### config.mk
export PLATFORM = sky130hd
export DESIGN_NAME = spi_slave_sync
export DESIGN_NICKNAME = d
export VERILOG_FILES = /design/src/rtl/spi_slave_sync.sv
export SDC_FILE = /design/constraint.sdc
export NUM_CORES = 1
export LEC_CHECK = 0
export ABC_AREA = 1
export CAP_MARGIN = 10
export CORE_MARGIN = 5
export CORE_UTILIZATION = 50
export DETAILED_ROUTE_END_ITERATION = 10
export PLACE_DENSITY = 0.76
export SLEW_MARGIN = 30
export SYNTH_ARGS = -nofsm -noshare
export SYNTH_HDL_FRONTEND = slang
export SYNTH_SLANG_ARGS = --single-unit
### constraint.sdc
create_clock -name clk -period 1.68 [get_ports clk]
set_input_delay 0.336 -clock clk [delete_from_list [all_inputs] [get_ports clk]]
set_output_delay 0.336 -clock clk [all_outputs]
set_load 0.005 [all_outputs]
### src/rtl/spi_slave_sync.sv
// SPI responder that runs entirely in the clk domain: sclk/cs/mosi are oversampled and edges detected.
// Define SPI_SLAVE_SYNC_STATUS_EN to add sticky rx_overrun/tx_underrun status with rx_ack and status_clr.
module spi_slave_sync #(
    parameter int SYNC_STAGES = 2,
    parameter int DATA_WIDTH  = 8
) (
    input  logic                  clk,
    input  logic                  rst,
    input  logic                  sclk_pin,
    input  logic                  cs_pin,
    input  logic                  mosi_pin,
    output logic                  miso_pin,
    output logic                  miso_oe,
    input  logic                  CPOL,
    input  logic                  CPHA,
    input  logic [DATA_WIDTH-1:0] tx_data,
    input  logic                  tx_valid,
    output logic                  tx_ready,
    output logic [DATA_WIDTH-1:0] rx_data,
    output logic                  rx_valid,
    output logic                  busy
`ifdef SPI_SLAVE_SYNC_STATUS_EN
    ,
    output logic [1:0]            status,
    input  logic                  status_clr,
    input  logic                  rx_ack
`endif
);

    localparam int CW = (DATA_WIDTH > 1) ? $clog2(DATA_WIDTH) : 1;

    typedef enum logic {
        IDLE   = 1'b0,
        ACTIVE = 1'b1
    } state_t;

    // Input synchronizers plus edge-detect history
    logic [SYNC_STAGES-1:0] sclk_sync_q, sclk_sync_d;
    logic [SYNC_STAGES-1:0] cs_sync_q,   cs_sync_d;
    logic [SYNC_STAGES-1:0] mosi_sync_q, mosi_sync_d;
    logic                   sclk_hist_q, sclk_hist_d;
    logic                   cs_hist_q,   cs_hist_d;

    // Frame state
    state_t                 state_q, state_d;
    logic                   cpol_q, cpol_d;
    logic                   cpha_q, cpha_d;
    logic [CW-1:0]          bit_cnt_q, bit_cnt_d;
    logic                   first_q, first_d;
    logic                   reload_q, reload_d;
    logic [DATA_WIDTH-1:0]  tx_shift_q, tx_shift_d;
    logic [DATA_WIDTH-1:0]  rx_shift_q, rx_shift_d;
    logic [DATA_WIDTH-1:0]  rx_data_q, rx_data_d;
    logic                   rx_valid_q, rx_valid_d;

    // One-entry TX holding buffer
    logic [DATA_WIDTH-1:0]  tx_buf_q, tx_buf_d;
    logic                   tx_full_q, tx_full_d;

    logic sclk_s, cs_s, mosi_s;
    logic sclk_rise, sclk_fall, cs_fall, cs_rise;
    logic lead_edge, trail_edge, sample_edge, shift_edge;
    logic tx_load;

`ifdef SPI_SLAVE_SYNC_STATUS_EN
    logic [1:0] status_q, status_d;
    logic       rx_pend_q, rx_pend_d;
    logic       overrun_set, underrun_set;
`endif

    always_comb begin
        sclk_sync_d = {sclk_sync_q[SYNC_STAGES-2:0], sclk_pin};
        cs_sync_d   = {cs_sync_q[SYNC_STAGES-2:0], cs_pin};
        mosi_sync_d = {mosi_sync_q[SYNC_STAGES-2:0], mosi_pin};
        sclk_s      = sclk_sync_q[SYNC_STAGES-1];
        cs_s        = cs_sync_q[SYNC_STAGES-1];
        mosi_s      = mosi_sync_q[SYNC_STAGES-1];
        sclk_hist_d = sclk_s;
        cs_hist_d   = cs_s;
        sclk_rise   = sclk_s & ~sclk_hist_q;
        sclk_fall   = ~sclk_s & sclk_hist_q;
        cs_fall     = ~cs_s & cs_hist_q;
        cs_rise     = cs_s & ~cs_hist_q;
        lead_edge   = cpol_q ? sclk_fall : sclk_rise;
        trail_edge  = cpol_q ? sclk_rise : sclk_fall;
        sample_edge = cpha_q ? trail_edge : lead_edge;
        shift_edge  = cpha_q ? lead_edge : trail_edge;
    end

    always_comb begin
        state_d    = state_q;
        cpol_d     = cpol_q;
        cpha_d     = cpha_q;
        bit_cnt_d  = bit_cnt_q;
        first_d    = first_q;
        reload_d   = reload_q;
        tx_shift_d = tx_shift_q;
        rx_shift_d = rx_shift_q;
        rx_data_d  = rx_data_q;
        rx_valid_d = 1'b0;
        tx_load    = 1'b0;

        case (state_q)
            IDLE: begin
                if (cs_fall) begin
                    state_d   = ACTIVE;
                    cpol_d    = CPOL;
                    cpha_d    = CPHA;
                    bit_cnt_d = '0;
                    first_d   = CPHA;
                    reload_d  = 1'b0;
                    tx_load   = 1'b1;
                end
            end
            ACTIVE: begin
                // cs rise beats a coincident sample edge; the partial byte is dropped
                if (cs_rise) begin
                    state_d    = IDLE;
                    bit_cnt_d  = '0;
                    first_d    = 1'b0;
                    reload_d   = 1'b0;
                    tx_shift_d = '0;
                end else begin
                    if (sample_edge) begin
                        rx_shift_d = {rx_shift_q[DATA_WIDTH-2:0], mosi_s};
                        if (bit_cnt_q == CW'(DATA_WIDTH - 1)) begin
                            bit_cnt_d  = '0;
                            rx_data_d  = {rx_shift_q[DATA_WIDTH-2:0], mosi_s};
                            rx_valid_d = 1'b1;
                            if (cpha_q) begin
                                tx_load = 1'b1;
                                first_d = 1'b1;
                            end else begin
                                reload_d = 1'b1;
                            end
                        end else begin
                            bit_cnt_d = bit_cnt_q + CW'(1);
                        end
                    end
                    // CPHA=1 skips the first leading edge of each byte so the MSB holds
                    if (shift_edge) begin
                        if (first_q) begin
                            first_d = 1'b0;
                        end else if (reload_q) begin
                            reload_d = 1'b0;
                            tx_load  = 1'b1;
                        end else begin
                            tx_shift_d = {tx_shift_q[DATA_WIDTH-2:0], 1'b0};
                        end
                    end
                end
            end
            default: state_d = IDLE;
        endcase

        if (tx_load) begin
            tx_shift_d = tx_full_q ? tx_buf_q : '0;
        end
    end

    // Consumption and acceptance are exclusive: one needs a full buffer, the other an empty one
    always_comb begin
        tx_full_d = tx_full_q;
        tx_buf_d  = tx_buf_q;
        if (tx_load && tx_full_q) begin
            tx_full_d = 1'b0;
        end else if (tx_valid && !tx_full_q) begin
            tx_full_d = 1'b1;
            tx_buf_d  = tx_data;
        end
    end

`ifdef SPI_SLAVE_SYNC_STATUS_EN
    always_comb begin
        overrun_set  = rx_valid_d && rx_pend_q && !rx_ack;
        underrun_set = tx_load && !tx_full_q;
        rx_pend_d    = rx_pend_q;
        if (rx_valid_d) begin
            rx_pend_d = 1'b1;
        end else if (rx_ack) begin
            rx_pend_d = 1'b0;
        end
        status_d = (status_q & ~{2{status_clr}}) | {underrun_set, overrun_set};
    end
`endif

    always_ff @(posedge clk) begin
        if (rst) begin
            sclk_sync_q <= '0;
            cs_sync_q   <= '1;
            mosi_sync_q <= '0;
            sclk_hist_q <= 1'b0;
            cs_hist_q   <= 1'b1;
            state_q     <= IDLE;
            cpol_q      <= 1'b0;
            cpha_q      <= 1'b0;
            bit_cnt_q   <= '0;
            first_q     <= 1'b0;
            reload_q    <= 1'b0;
            tx_shift_q  <= '0;
            rx_shift_q  <= '0;
            rx_data_q   <= '0;
            rx_valid_q  <= 1'b0;
            tx_buf_q    <= '0;
            tx_full_q   <= 1'b0;
`ifdef SPI_SLAVE_SYNC_STATUS_EN
            status_q    <= '0;
            rx_pend_q   <= 1'b0;
`endif
        end else begin
            sclk_sync_q <= sclk_sync_d;
            cs_sync_q   <= cs_sync_d;
            mosi_sync_q <= mosi_sync_d;
            sclk_hist_q <= sclk_hist_d;
            cs_hist_q   <= cs_hist_d;
            state_q     <= state_d;
            cpol_q      <= cpol_d;
            cpha_q      <= cpha_d;
            bit_cnt_q   <= bit_cnt_d;
            first_q     <= first_d;
            reload_q    <= reload_d;
            tx_shift_q  <= tx_shift_d;
            rx_shift_q  <= rx_shift_d;
            rx_data_q   <= rx_data_d;
            rx_valid_q  <= rx_valid_d;
            tx_buf_q    <= tx_buf_d;
            tx_full_q   <= tx_full_d;
`ifdef SPI_SLAVE_SYNC_STATUS_EN
            status_q    <= status_d;
            rx_pend_q   <= rx_pend_d;
`endif
        end
    end

    assign busy     = (state_q == ACTIVE);
    assign miso_oe  = (state_q == ACTIVE);
    assign miso_pin = (state_q == ACTIVE) ? tx_shift_q[DATA_WIDTH-1] : 1'b0;
    assign tx_ready = !tx_full_q;
    assign rx_data  = rx_data_q;
    assign rx_valid = rx_valid_q;
`ifdef SPI_SLAVE_SYNC_STATUS_EN
    assign status   = status_q;
`endif

endmodule

After elaboration in Yosys (flattened, before gate mapping)
Index checks and enable logic that the tools add are counted.
- input bits: 16
- register bits after elaboration: 49
- output and inout bits: 13
- mux-type cells: 46
- bitwise logic cells: 12
- reduce and logical (&&, ||, !) cells: 13
- add/subtract/negate cells: 1
- eq/ne operators: 5
- operators with widths (kind ; count):
    8-bit two-way mux ; 7
    1-bit two-way mux ; 30
    3-bit two-way mux ; 4
    3-bit by 1-bit != test with 1-bit output (second input constant) ; 3
    1-bit inverter ; 8
    1-bit case mux with 2 select lines ; 4
    4-bit AND reduction ; 2
    3-bit case mux with 2 select lines ; 1
    2-bit AND reduction ; 3
    1-bit AND ; 4
    4-bit OR reduction ; 1
    3-bit by 1-bit adder with 3-bit output (second input constant) ; 1
    3-bit == test (second input constant) ; 1
    3-bit AND reduction ; 1
    3-bit nonzero test ; 1
    1-bit logical AND ; 2
    2-bit != test (second input constant) ; 1
    2-bit nonzero test ; 1
    2-bit OR reduction ; 1
    1-bit logical NOT ; 1

Longest topological paths before layout
Gate-level depths: netlist of the first run.
- word-level depth: 13
- gate-level depth with buffers: 12
- mapped depth without buffers: 11

Worst setup path before layout of the first run
No wires, ideal clock.
- kind: register to register
- from: register bit_cnt_q[0]
- to: register tx_shift_q[5]
- required time: 1.569 ns
- data arrival time: 1.342 ns
- cell stages (with the launch flop): 12
- buffers on the path: 1
- path slack: 0.226 ns
- cells stage by stage: dfxtp_1 ha_1 ha_1 nand3_2 nand2_1 nor2_2 nand2_2 nand2_4 buf_8 nand2_2 nand2_1 nor2_1
- word-level cells in the longest chain between the ends: 10
- RTL lines (element ; RTL line ; text):
    start, declared ; 48 ; logic [CW-1:0] bit_cnt_q, bit_cnt_d;
    start signal, assigned ; 219 ; bit_cnt_q <= bit_cnt_d;
    3-bit == test (*) ; 126 ; if (bit_cnt_q == CW'(DATA_WIDTH - 1)) begin
    1-bit two-way mux (*) ; 126 ;
    1-bit two-way mux (*) ; 124 ; if (sample_edge) begin
    1-bit two-way mux ; 144 ; end else if (reload_q) begin
    1-bit two-way mux ; 142 ; if (first_q) begin
    1-bit two-way mux (*) ; 141 ; if (shift_edge) begin
    1-bit two-way mux (*) ; 117 ; if (cs_rise) begin
    1-bit case mux with 2 select lines (*) ; 103 ; case (state_q)
    3-bit by 1-bit != test with 1-bit output (no line), or another cell as far along ; - ;
    4-bit AND reduction (no line) ; - ;
    end signal, assigned ; 222 ; tx_shift_q <= tx_shift_d;
    end, declared ; 51 ; logic [DATA_WIDTH-1:0] tx_shift_q, tx_shift_d;
Every way passes the cells marked *; elsewhere a longest branch is shown, timed or not.
A chain may end at the register's enable or synchronous reset.

Final worst setup path of the first run
- from: register state_q, in the netlist busy
- to: output busy
- RTL lines (element ; RTL line ; text):
    start, declared ; 45 ; state_t state_q, state_d;
    start signal, assigned ; 216 ; state_q <= state_d;
    end, declared ; 21 ; output logic busy
No word-level cell between the ends.

==> results of run 1 <==
[worst max-delay path, delay by kind of cell (launching register included)]
kind	cells	cell delay (ps)
buffers and inverters	2	600
DFF	1	370
[placed cells by master (no fill, tap or decap), drive strengths merged]
cell	count
buf	8
dfxtp	49
nand2	70
nor3	3
inv	41
nand4	1
nand3	19
clkbuf	5
nor2	67
clkdlybuf4s50	28
clkinv	2
o21ai	23
a21oi	19
clkinvlp	2
or2	2
ha	2
[power by group]
part           internal, uW  switching (uW)  total [uW]
Sequential             1200            22.4        1220
Clock                   288             388         676
Combinational           109             141         250
[registers in the layout, summed over array words and instances, names as in the netlist]
| name | count |
|---|---|
| first_q | 1 |
| sclk_hist_q | 1 |
| cpha_q | 1 |
| tx_full_q | 1 |
| busy | 1 |
| cs_hist_q | 1 |
| mosi_sync_q | 2 |
| cs_sync_q | 2 |
| sclk_sync_q | 2 |
| rx_data | 8 |
| tx_buf_q | 8 |
| rx_shift_q | 7 |
| reload_q | 1 |
| tx_shift_q | 8 |
| cpol_q | 1 |
| bit_cnt_q | 3 |
| rx_valid | 1 |
[cells by family after synthesis]
kind of cell               after synthesis  synth area share [%]
DFF                                     49                  44.6
and+or+nand+nor                        162                  34.7
AOI/OAI and AO/OA                       42                  9.91
buffers and inverters                   51                  9.62
adders and majority gates                2                  1.14
[final cells by class]
cell class              count  area, sq um
fillers                   398         1630
multi-input cells         206         1010
flip-flops and latches     49          985
repair buffers             36          353
inverters                  42          161
clock buffers               5         68.8
well taps                  52         65.1
clock inverters             3         17.5
[how the worst max path moves through the flow]
stage / startpoint / to / slack (ps)
6_report: busy$_SDFF_PP0_ / busy / 90
3_3_place_gp: bit_cnt_q[0]$_SDFFE_PP0P_ / tx_shift_q[2]$_SDFFE_PP0P_ / 190
3_5_place_dp: bit_cnt_q[0]$_SDFFE_PP0P_ / tx_shift_q[2]$_SDFFE_PP0P_ / 140
2_1_floorplan: bit_cnt_q[0]$_SDFFE_PP0P_ / tx_shift_q[5]$_SDFFE_PP0P_ / 230
4_1_cts: busy$_SDFF_PP0_ / miso_pin / 50
5_1_grt: bit_cnt_q[0]$_SDFFE_PP0P_ / tx_shift_q[6]$_SDFFE_PP0P_ / -10
[through the flow]
stage / hold slack [ps] / utilization [%] / cell area, sq um
after floorplan: 388 / - / 2200
after global placement: 390 / 59.3 / 2550
after detailed placement: 399 / 59.3 / 2550
after CTS: 415 / 61.3 / 2630
after global routing: 431 / 62.0 / 2660
final: 413 / 62.0 / 2660
[layer usage]
| layer | GRT usage (%) | part of all wire, % | up-vias |
|---|---|---|---|
| li1 | - | - | 1011 |
| met1 | 19.4 | 48 | 868 |
| met2 | 26.3 | 47 | 31 |
| met3 | 3.31 | 3.5 | 6 |
| met4 | 6.12 | 1.8 | 0 |
| met5 | 0 | 0 | - |
[repair_timing]
action,in CTS,in global routing
setup buffers,0,2
gates resized for setup,1,3
endpoints found under the hold margin,0,0
pin swaps,0,0
setup endpoints to repair,1,7
==> metrics.md, run 1 <==
| Metric | Value |
|---|---|
| CTS max path bufs | 2 |
| Synth top cells by count | 61 x nand2_1, 58 x nor2_1, 49 x dfxtp_1 |
| H-tree depth reported by CTS | 2 |
| Clk root buf | clkbuf_8 |
| Fin crit share | between 90% and 100% |
| Reg2Reg Depth | 9 |
| CP Cell Sequence | buf_4, clkdlybuf4s50_1 |
| Dpl cells | 383 |
| Setup WS post-layout | about 87 ps |
| Max-cap violations | 0 |
| Pre-CTS setup slack | about 140 ps |
| Post-synth cell types | 25 |
| Die height | 76.3 microns |
| DRT Pass-1 Iters | 4 |
| Core Area | 4290 sq um |
| Vias per cell | a little under 5 |
| Required @ worst endpoint | around 1300 ps |
| Reg-to-reg critical path startpoint | bit_cnt_q[0]$_SDFFE_PP0P_ |
| Routed WL | 4.31 mm |
| Slew @ Worst Pin | roughly 370 ps |
| Ys Warns | 0 |
| Post-Syn Area | roughly 2200 sq um |
| Syn_nets | 324 |
| Die X | roughly 76 microns |
| Slowest stage cell, crit path | clkdlybuf4s50_1 |
| Crit path largest cell delay | between 400 and 500 ps |
| Max Slew Vio Count | 0 |
| Unrepaired setup endpoints after global routing | true |
| Startpoint types | flop |
| Antenna diode count | 0 |
| 1st-iter DRT viols | about 130 |
| Post-route DRC violation count | 0 |
| Status | completed |
| Hold path endpoint | sclk_sync_q[1]$_SDFF_PP0_ |
| Worst r2r dst | tx_shift_q[6]$_SDFFE_PP0P_ |
| Slew margin rel. | about three quarters |
| Num ports | 29 |
| Synth area leader | dfxtp_1 |
| Row count | 24 |
| Period minus WS final | between 1500 and 2000 ps |
| Max FO, Critical Path | 4 |
| R2R Setup Slk | about 140 ps |
| I/O Buffers | 28 |
| # hold bufs at CTS | 0 |
| Initial core utilization | between 50% and 60% |
| TNS Setup | 0 ps |
| Fraction of registers with async set/reset | 0% |
| Setup Skew | approximately 7.0 ps |
| Clock sink total | 49 |
| Min-Delay Path Class | flop to flop |
| EDFF count, synth | 0 |
| Avg Cell Area, Syn | around 7.2 sq um |
| Initial antenna violation count | 0 |
| GPL Wtd Cong | roughly 0.8 |
| Arrival @ worst endpoint | 1260 ps |
| Launch point of the worst hold path | sclk_sync_q[0]$_SDFF_PP0_ |
| GRT Overall Usage | approximately 16% |
| Most instantiated library cell after synthesis | nand2_1 |
| Hold Path Cell Cnt | 2 |
| CTS tree | done |
| Num CTS Buffers | 5 |
| Share of layout cells above drive strength 1 | 15.0% |
| DP Wirelength | between 3 and 4 mm |
| Main area contributors after synthesis | dfxtp_1 45%, nand2_1 10%, nor2_1 9.9%, inv_1 6.3%, o21ai_0 5.0% |
| First-pass GRT wire length | approximately 7.8 mm |
| Worst Setup Path Type | flop to primary output |
| Dominant synthesized flop cell | dfxtp_1 |
| Total power | between 2000 and 2500 uW |
| Yosys reg bits | between 40 and 50 |
| Reg clk slew, reported paths | 90 ps |
| Sequential area share after synthesis | ~45% |
| Fmax | approximately 630 MHz |
| Fin nets | between 300 and 400 |
| Maximum VDD drop | between 0.6 and 0.7 mV |
| Die area | 5820 sq um |
| Area growth syn-to-layout | 21.2% |
| Cells after Synth | slightly above 300 |
| Static Leak | ~0.0013 uW |
| Worst setup EP type | primary output |
| Vias in the first global route | between 1500 and 2000 |
| Post-Layout Cell Count | between 300 and 400 |
| Final hold vios | 0 |
| PD cells | about 810 nW/um^2 |
| Post-synth top area share | roughly 45% |
| Final setup fails | 0 |
| Antenna Nets Post-Route | 0 |
| Largest net degree at the start of global routing | 21 |
| Drt wl/cell | roughly 11 microns |
| Worst-Skew Late Latency | 300 ps |
| Grt ovf | 0 |
| Via count | between 1500 and 2000 |
Power figures use the tool's default switching activity.
==> run 2, diff against run 1 <==
--- a/config.mk
+++ b/config.mk
@@ -11,7 +11,7 @@
 export CORE_UTILIZATION = 50
 export DETAILED_ROUTE_END_ITERATION = 10
 export PLACE_DENSITY = 0.76
-export SLEW_MARGIN = 30
+export SLEW_MARGIN = 20
 export SYNTH_ARGS = -nofsm -noshare
 export SYNTH_HDL_FRONTEND = slang
 export SYNTH_SLANG_ARGS = --single-unit
==> results of run 2 <==
No change in the layout: final DEF, timing and power equal those of run 1.
==> run 3, diff against run 2 <==
--- a/config.mk
+++ b/config.mk
@@ -8,9 +8,9 @@
 export ABC_AREA = 1
 export CAP_MARGIN = 10
 export CORE_MARGIN = 5
-export CORE_UTILIZATION = 50
+export CORE_UTILIZATION = 54
 export DETAILED_ROUTE_END_ITERATION = 10
-export PLACE_DENSITY = 0.76
+export PLACE_DENSITY = 0.81
 export SLEW_MARGIN = 20
 export SYNTH_ARGS = -nofsm -noshare
 export SYNTH_HDL_FRONTEND = slang
==> run 3 against run 2 <==
Compared with the run above: utilization is 5.0 points higher; die area is 6.5% lower; sequential share of layout area stayed put; count of clock-buffer cells in the layout stayed put; clock power is 18% higher; global-route usage is 0.50 points higher; final cell count is 1.5% lower; flip-flop and latch count stayed put; sequential power hardly changed; via count is 2.0% lower; critical path type is now flop to flop.
==> metrics.md, run 3 (synthesis results as in run 1) <==
| Metric | Value |
|---|---|
| Clock sink total | 49 (unchanged) |
| Row count | 23 (-4.2%) |
| Num CTS Buffers | 5 (unchanged) |
| Post-Layout Cell Count | 387 (-1.5%) |
| Hold Path Cell Cnt | 2 (unchanged) |
| Placed cell area | 2540 sq um (-0.39%) |
| Min-Delay Path Class | flop to flop |
| Via count | 1877 (-2.0%) |
| Antenna diode count | 0 (unchanged) |
| Antenna Nets Post-Route | 0 (unchanged) |
| R2R Setup Slk | 90 ps (-50 ps) |
| Die height | 73.8 microns (-3.3%) |
| Final hold vios | 0 (unchanged) |
| Period minus WS final | 1590 ps (-2.05 ps) |
| Dpl cells | 380 (-0.78%) |
| Vias in the first global route | 1656 (-11%) |
| Maximum VDD drop | 0.541 mV (-21%) |
| Max FO, Critical Path | 15 (+11) |
| Worst r2r dst | tx_shift_q[2]$_SDFFE_PP0P_ |
| Initial core utilization | 55.3% (+4.2 points) |
| Design area | 2660 sq um (unchanged) |
| PD cells | 850 nW/um^2 (+5.4%) |
| Commonest non-fill, non-tap cell in the layout | nand2_1 |
| Slowest stage cell, crit path | dfxtp_1 |
| Area growth syn-to-layout | 21.2% (unchanged) |
| Routed WL | 4.20 mm (-2.5%) |
| Most frequent cells in the layout | 61 x nand2_1, 58 x nor2_1, 48 x dfxtp_1 |
| DRT Pass-1 Iters | 4 (unchanged) |
| Worst Setup Path Type | flop to flop |
| Post-route DRC violation count | 0 (unchanged) |
| Reg clk slew, reported paths | 90 ps (about the same) |
| Launch point of the worst hold path | mosi_sync_q[0]$_SDFF_PP0_ |
| Slew @ Worst Pin | 399 ps (+28.3 ps) |
| Vias per cell | 4.85 (-0.52%) |
| Drt wl/cell | 10.9 microns (-0.99%) |
| Max Slew Vio Count | 0 (unchanged) |
| CTS max path bufs | 2 (unchanged) |
| Die area | 5440 sq um (-6.5%) |
| DP Wirelength | 3.00 mm (-1.9%) |
| I/O Buffers | 28 (unchanged) |
| CTS tree | done |
| Reg2Reg Depth | 10 (+1) |
| Crit path largest cell delay | 340 ps (-150 ps) |
| Startpoint types | flop |
| Required @ worst endpoint | 1870 ps (+530 ps) |
| Max-cap violations | 0 (unchanged) |
| Die X | 73.8 microns (-3.3%) |
| H-tree depth reported by CTS | 2 (unchanged) |
| Setup Skew | 5.07 ps (-1.96 ps) |
| Final setup fails | 0 (unchanged) |
| CP bufs+invs | 0 (-2) |
| First-pass GRT wire length | 6.96 mm (-10%) |
| Initial antenna violation count | 0 (unchanged) |
| Final hold slack | 415 ps (+1.82 ps) |
| Reg-to-reg critical path startpoint | bit_cnt_q[0]$_SDFFE_PP0P_ |
| Most common cell on crit path | nand2_1 |
| Num ports | 29 (unchanged) |
| Clk root buf | clkbuf_8 |
| CP Cell Sequence | ha_1, ha_1, nand3_2, nand2_1, nor2_2, nand2_2, nand2_8, nand2_1, nand2_1, nor2_2 |
| Core Area | 3970 sq um (-7.5%) |
| GRT Overall Usage | 16.1% (+0.50 points) |
| Worst setup EP type | flop |
| CP delay by family, top | simple AND/OR/NAND/NOR gates |
| Total power | 2260 uW (+5.4%) |
| GPL Wtd Cong | 0.804 (+0.78%) |
| Hold path endpoint | mosi_sync_q[1]$_SDFF_PP0_ |
| Share of layout cells above drive strength 1 | 13.9% (-1.0 points) |
| Slew margin rel. | 73.4% (-1.9 points) |
| # hold bufs at CTS | 0 (unchanged) |
| Arrival @ worst endpoint | 1780 ps (+520 ps) |
| Grt ovf | 0 (unchanged) |
| Largest net degree at the start of global routing | 30 (+43%) |
| Static Leak | 0.00126 uW (-0.33%) |
| Fin crit share | 94.7% (-0.12 points) |
| Fin nets | 355 (-0.84%) |
| Worst-Skew Late Latency | 290 ps (about the same) |
| Status | completed |
| Fmax | 629 MHz (+0.13%) |
| 1st-iter DRT viols | 129 (unchanged) |
==> run 3: worst reg2reg max path, stage by stage, from the launching register on <==
cell,delay [ps]
dfxtp_1,340
ha_1,200
ha_1,220
nand3_2,110
nand2_1,70
nor2_2,150
nand2_2,100
nand2_8,130
nand2_1,60
nand2_1,70
nor2_2,40
==> run 3: layer usage <==
layer / wire (microns) / part of all wire (%) / GRT usage (%) / vias up
li1: - / - / - / 1006
met3: 163 / 3.9 / 3.97 / 8
met1: 1990 / 47 / 20.1 / 829
met2: 1980 / 47 / 27.7 / 34
met4: 63 / 1.5 / 4.23 / 0
met5: 0 / 0 / 0 / -
==> run 3: area by class of cell <==
cell class                 count  area [sq um]
clock buffer                   5          68.8
clock inverter                 2          35.0
fill                         338          1310
inverter                      42           161
multi-input combinational    206          1020
sequential                    49           985
tap                           50          62.6
timing repair buffer          33           330
==> run 3: stage by stage <==
stage	util [%]	TNS [ps]	worst slack, ps
after floorplan	-	0	226
after global placement	63.9	0	199
after detailed placement	63.9	0	156
after CTS	66.5	0	65.8
after global routing	67.1	-20.5	-20.5
final	67.1	0	89.5
==> run 3: power breakdown <==
group / total, uW / switching [uW] / internal, uW
Sequential: 1230 / 24.3 / 1200
Combinational: 240 / 136 / 104
Clock: 798 / 365 / 433
Total: 2260 / 526 / 1740
==> run 3: timing repair <==
action	in CTS	in global routing
setup endpoints to repair	1	7
buffers inserted	0	0
pin swaps	0	2
gates resized for setup	1	4
==> run 3: how the worst max path moves through the flow <==
| stage | startpoint | endpoint | slack (ps) | depth (start not counted) |
|---|---|---|---|---|
| 4_1_cts | busy$_SDFF_PP0_ | miso_pin | 70 | 3 |
| 5_1_grt | bit_cnt_q[0]$_SDFFE_PP0P_ | tx_shift_q[1]$_SDFFE_PP0P_ | -20 | 10 |
| 6_report | bit_cnt_q[0]$_SDFFE_PP0P_ | tx_shift_q[2]$_SDFFE_PP0P_ | 90 | 10 |
| 2_1_floorplan | bit_cnt_q[0]$_SDFFE_PP0P_ | tx_shift_q[5]$_SDFFE_PP0P_ | 230 | 11 |
| 3_3_place_gp | bit_cnt_q[0]$_SDFFE_PP0P_ | tx_shift_q[3]$_SDFFE_PP0P_ | 200 | 10 |
| 3_5_place_dp | bit_cnt_q[0]$_SDFFE_PP0P_ | tx_shift_q[7]$_SDFFE_PP0P_ | 160 | 10 |
==> edit 1: new RTL, config.mk and constraints of run 1 <==
`DATA_WIDTH`: 8 -> 16.
--- a/src/rtl/spi_slave_sync.sv
+++ b/src/rtl/spi_slave_sync.sv
@@ -3,5 +3,5 @@
 module spi_slave_sync #(
     parameter int SYNC_STAGES = 2,
-    parameter int DATA_WIDTH  = 8
+    parameter int DATA_WIDTH  = 16
 ) (
     input  logic                  clk,
Ports: changed (resized rx_data and tx_data); port bits go from 29 to 45. The function was not compared with the original's and may differ.
==> edit 1 against run 1 <==
- first-iteration DRC count grew 82%
- clock power grew 130%
- register-to-register slack lost 0.04 ns
- wire length grew 91%
- worst setup slack lost 0.00092 ns
- sequential cell count grew 33
- via count grew 73%
- cell area grew 72%
- area after synthesis grew 67%
- critical path depth is the same
- die area grew 57%
- power grew 88%
==> edit 1: results (changes against run 1) <==
Parameter                              Value

Pwr
  Comb power    0.433 mW (+73%)
  Total design power    4.05 mW (+88%)
  Proportion of total power due to net switching    24.8% (-0.87 points)
  Leak Pwr    2.18 nW (+72%)
  Worst voltage drop across the vdd grid    0.525 mV (-23%)

Logic synthesis
  Seq/Total Area, Yosys    44.8% (+0.12 points)
  Number of different library cells in the post-synthesis netlist    33 (+32%)
  Area contributors post-synth    dfxtp_1, nor2_1, nand2_1, inv_1, o21ai_0
  Commonest cells post-synth    nor2_1, nand2_1, dfxtp_1, inv_1, o21ai_0
  Xor/xnor cell area share of the yosys netlist    0.239% (+0.24 points)

Timing
  Worst-case clock skew    0.00793 ns (+0.000897 ns)

Placement
  Cell area reported after detailed placement    4210 sq um (+65%)
  Count of port buffers added during placement    44 (+57%)
  HPWL after detailed placement    5.31 mm (+73%)
  Global placement routability congestion    0.805 (+0.86%)

Run status
  Run status    completed

Layout
  Total of fill cells in the finished design    640 (+61%)
  Layout cells sized above 1    17.0% (+2.0 points)
  NumNets Final    592 (+65%)

Routing
  Met1 wire length    3.84 mm (+87%)
  Via total after detailed routing    3,315 (+73%)
  Number of DRC markers after the initial detailed-route iteration    235 (+82%)
  Routed length per placed instance    12.2 um (+12%)

CTS
  Cts bufs inserted    9 (+4)
  Worst-Skew Late Latency    0.35 ns (+0.05 ns)

GRT
  Pin count of the biggest net entering global routing    35 (+67%)
  Global routing met2 resource utilization    29.5% (+3.2 points)
  Global-route wire length before repair    13.9 mm (+79%)

Worst setup path
  Worst-path fanout max    3 (-1)
## edit 1: changes by cell type after synthesis, moves of 15 or more
cell,change
nand3_1,+19
inv_1,+17
nor2_1,+56
nand2_1,+22
o21ai_1,+15
dfxtp_1,+33
## edit 1: path summary, 6_finish.rpt
| check | from | to | slack [ns] | depth (start not counted) |
|---|---|---|---|---|
| setup / recovery | tx_full_q | tx_ready | 0.09 | 2 |
| hold reg to reg | mosi_sync_q[0] | mosi_sync_q[1] | 0.41 | 2 |
| hold / removal | mosi_sync_q[0] | mosi_sync_q[1] | 0.41 | 2 |
| setup reg to reg | bit_cnt_q[1] | tx_shift_q[4] | 0.10 | 11 |
## edit 1: layout make-up
cell class / instances / area share (%)
sequential: 82 / 36.0
multi-input combinational: 343 / 36.0
timing repair buffer: 66 / 15.0
inverter: 65 / 5.43
clock buffer: 10 / 2.78
tap: 99 / 2.70
clock inverter: 6 / 1.96
## edit 1: critical path: stages, from the launching register on
cell and delay (ns):
dfxtp_1 0.32, inv_1 0.08, clkdlybuf4s50_1 0.50
## edit 1: cells by family after synthesis
family | count (synthesis)
buffers and inverters | 92
xor gates and xnor gates | 1
DFF | 82
and+or+nand+nor | 264
AOI/OAI and AO/OA | 77
adders and majority gates | 1
## edit 1: metrics by stage
stage	worst slack [ns]	utilization [%]	cells	hold WS [ns]	TNS (ns)
6_report	0.0865	63.6	671	0.406	0
5_1_grt	-0.0119	63.6	671	0.431	-0.0765
4_1_cts	0.00245	61.5	668	0.407	0
3_5_place_dp	0.0572	58.4	651	0.396	0
3_3_place_gp	0.113	58.4	651	0.393	0
2_1_floorplan	0.0936	-	517	0.388	0
## edit 1: timing repair
item / in CTS / in global routing
pin swaps: 0 / 4
cloned: 0 / 2
setup endpoints to repair: 4 / 31
resized for setup: 4 / 25
setup buffers: 1 / 1
==> edit 2: new RTL, settings of run 1 <==
Made on the original files. Reset style: asynchronous (`rst`), changed in one clocked block.
--- a/src/rtl/spi_slave_sync.sv
+++ b/src/rtl/spi_slave_sync.sv
@@ -185,5 +185,5 @@
 `endif
 
-    always_ff @(posedge clk) begin
+    always_ff @(posedge clk or posedge rst) begin
         if (rst) begin
             sclk_sync_q <= '0;
Behaviour: differs if rst is asserted again (counterexample within 4 cycles, from zero or initial values and one cycle with rst high); with rst held inactive, the same outputs for 10 cycles.
==> edit 2 against run 1 <==
- global-route usage decreased by 0.32 points
- first-iteration DRC count increased by 7.0%
- cell area increased by 5.0%
- cell count decreased by 9.4%
- worst setup slack got worse by 0.011 ns
- worst hold slack got worse by 0.080 ns
- critical endpoint is now tx_shift_q[6]
- critical path depth increased by 7
- wire length decreased by 5.1%
- area after synthesis increased by 2.4%
- sequential cell count unchanged
Power is not compared: it rests on default switching activity, and its combinational part moved more than twofold at a synthesized area within 25%.
==> edit 2: results (changes against run 1) <==
Parameter                              Value

Timing
  Final period util    95.4% (+0.65 points)
  Worst-case clock skew    0.00745 ns (+0.000421 ns)
  Transition time of the tightest slew-check pin    0.396 ns (+0.0252 ns)
  Worst hold slack    0.332 ns (-0.0804 ns)

Worst setup path
  Peak per-stage delay on the critical path    0.39 ns (-0.10 ns)
  Delay-heaviest family, CP    simple AND/OR/NAND/NOR gates
  Endpoint of the worst-slack reg-to-reg timing path    tx_shift_q[6]
  Startpoint-to-endpoint class of the critical path    reg -> reg
  Worst reg-to-reg setup slack    0.08 ns (-0.06 ns)
  Worst-path fanout max    8 (+4)
  Source of the worst register-to-register timing path    bit_cnt_q[0]
  Standard cell with the maximum stage delay on the critical path    dfrtp_1

Layout
  Layout cells sized above 1    16.1% (+1.2 points)
  Total of fill cells in the finished design    336 (-16%)
  Syn-to-layout area delta    24.4%

Logic synthesis
  Commonest cells post-synth    nand2_1, dfrtp_1, inv_1, nand3_1
  Area contributors post-synth    dfrtp_1, nand2_1, inv_1, dfstp_2, nand3_1
  Instance count of the mapped netlist    262 (-14%)
  Syn Nets    280 (-14%)

Placement
  Global placement routability congestion    0.788 (-1.2%)
  Cell Count Post-Placement    345 (-9.9%)
  Setup slack at placement    0.00000178 ns (-0.141 ns)
  HPWL after detailed placement    2.97 mm (-2.9%)
  Cell area reported after detailed placement    2640 sq um (+3.7%)

GRT
  Number of global-route vias before repair    1,623 (-12%)
  Global-route wire length before repair    7.47 mm (-3.9%)
  Pin count of the biggest net entering global routing    20 (-4.8%)

CTS
  Setup fix buffers added after clock tree synthesis    1 (+1)

Run status
  Run status    completed

Hold path
  Hold/Removal Path Class    in -> async
[edit 2: changes by cell type after synthesis, moves of 4 or more]
cell,run 1,this run
a21oi_1,17,7
clkbuf_1,5,0
dfrtp_1,0,46
dfxtp_1,49,0
nand2_1,61,95
nand3_2,7,3
nor2_1,58,10
nor2_2,6,1
o21ai_0,22,10
o21ai_2,0,6
[edit 2: per-layer routing]
metal / vias up / global-route usage, % / share of wire (%)
met3: 6 / 4.10 / 4.7
met4: 0 / 4.64 / 1.3
li1: 883 / - / -
met5: - / 0 / 0
met1: 767 / 22.5 / 49
met2: 38 / 22.2 / 45
[edit 2: cell type report]
type / count / share of cell area (%)
clock buffers: 6 / 2.95
clock inverters: 2 / 1.34
inverters: 41 / 5.50
multi-input cells: 167 / 30.0
flip-flops and latches: 49 / 44.0
well taps: 52 / 2.33
repair buffers: 39 / 14.0
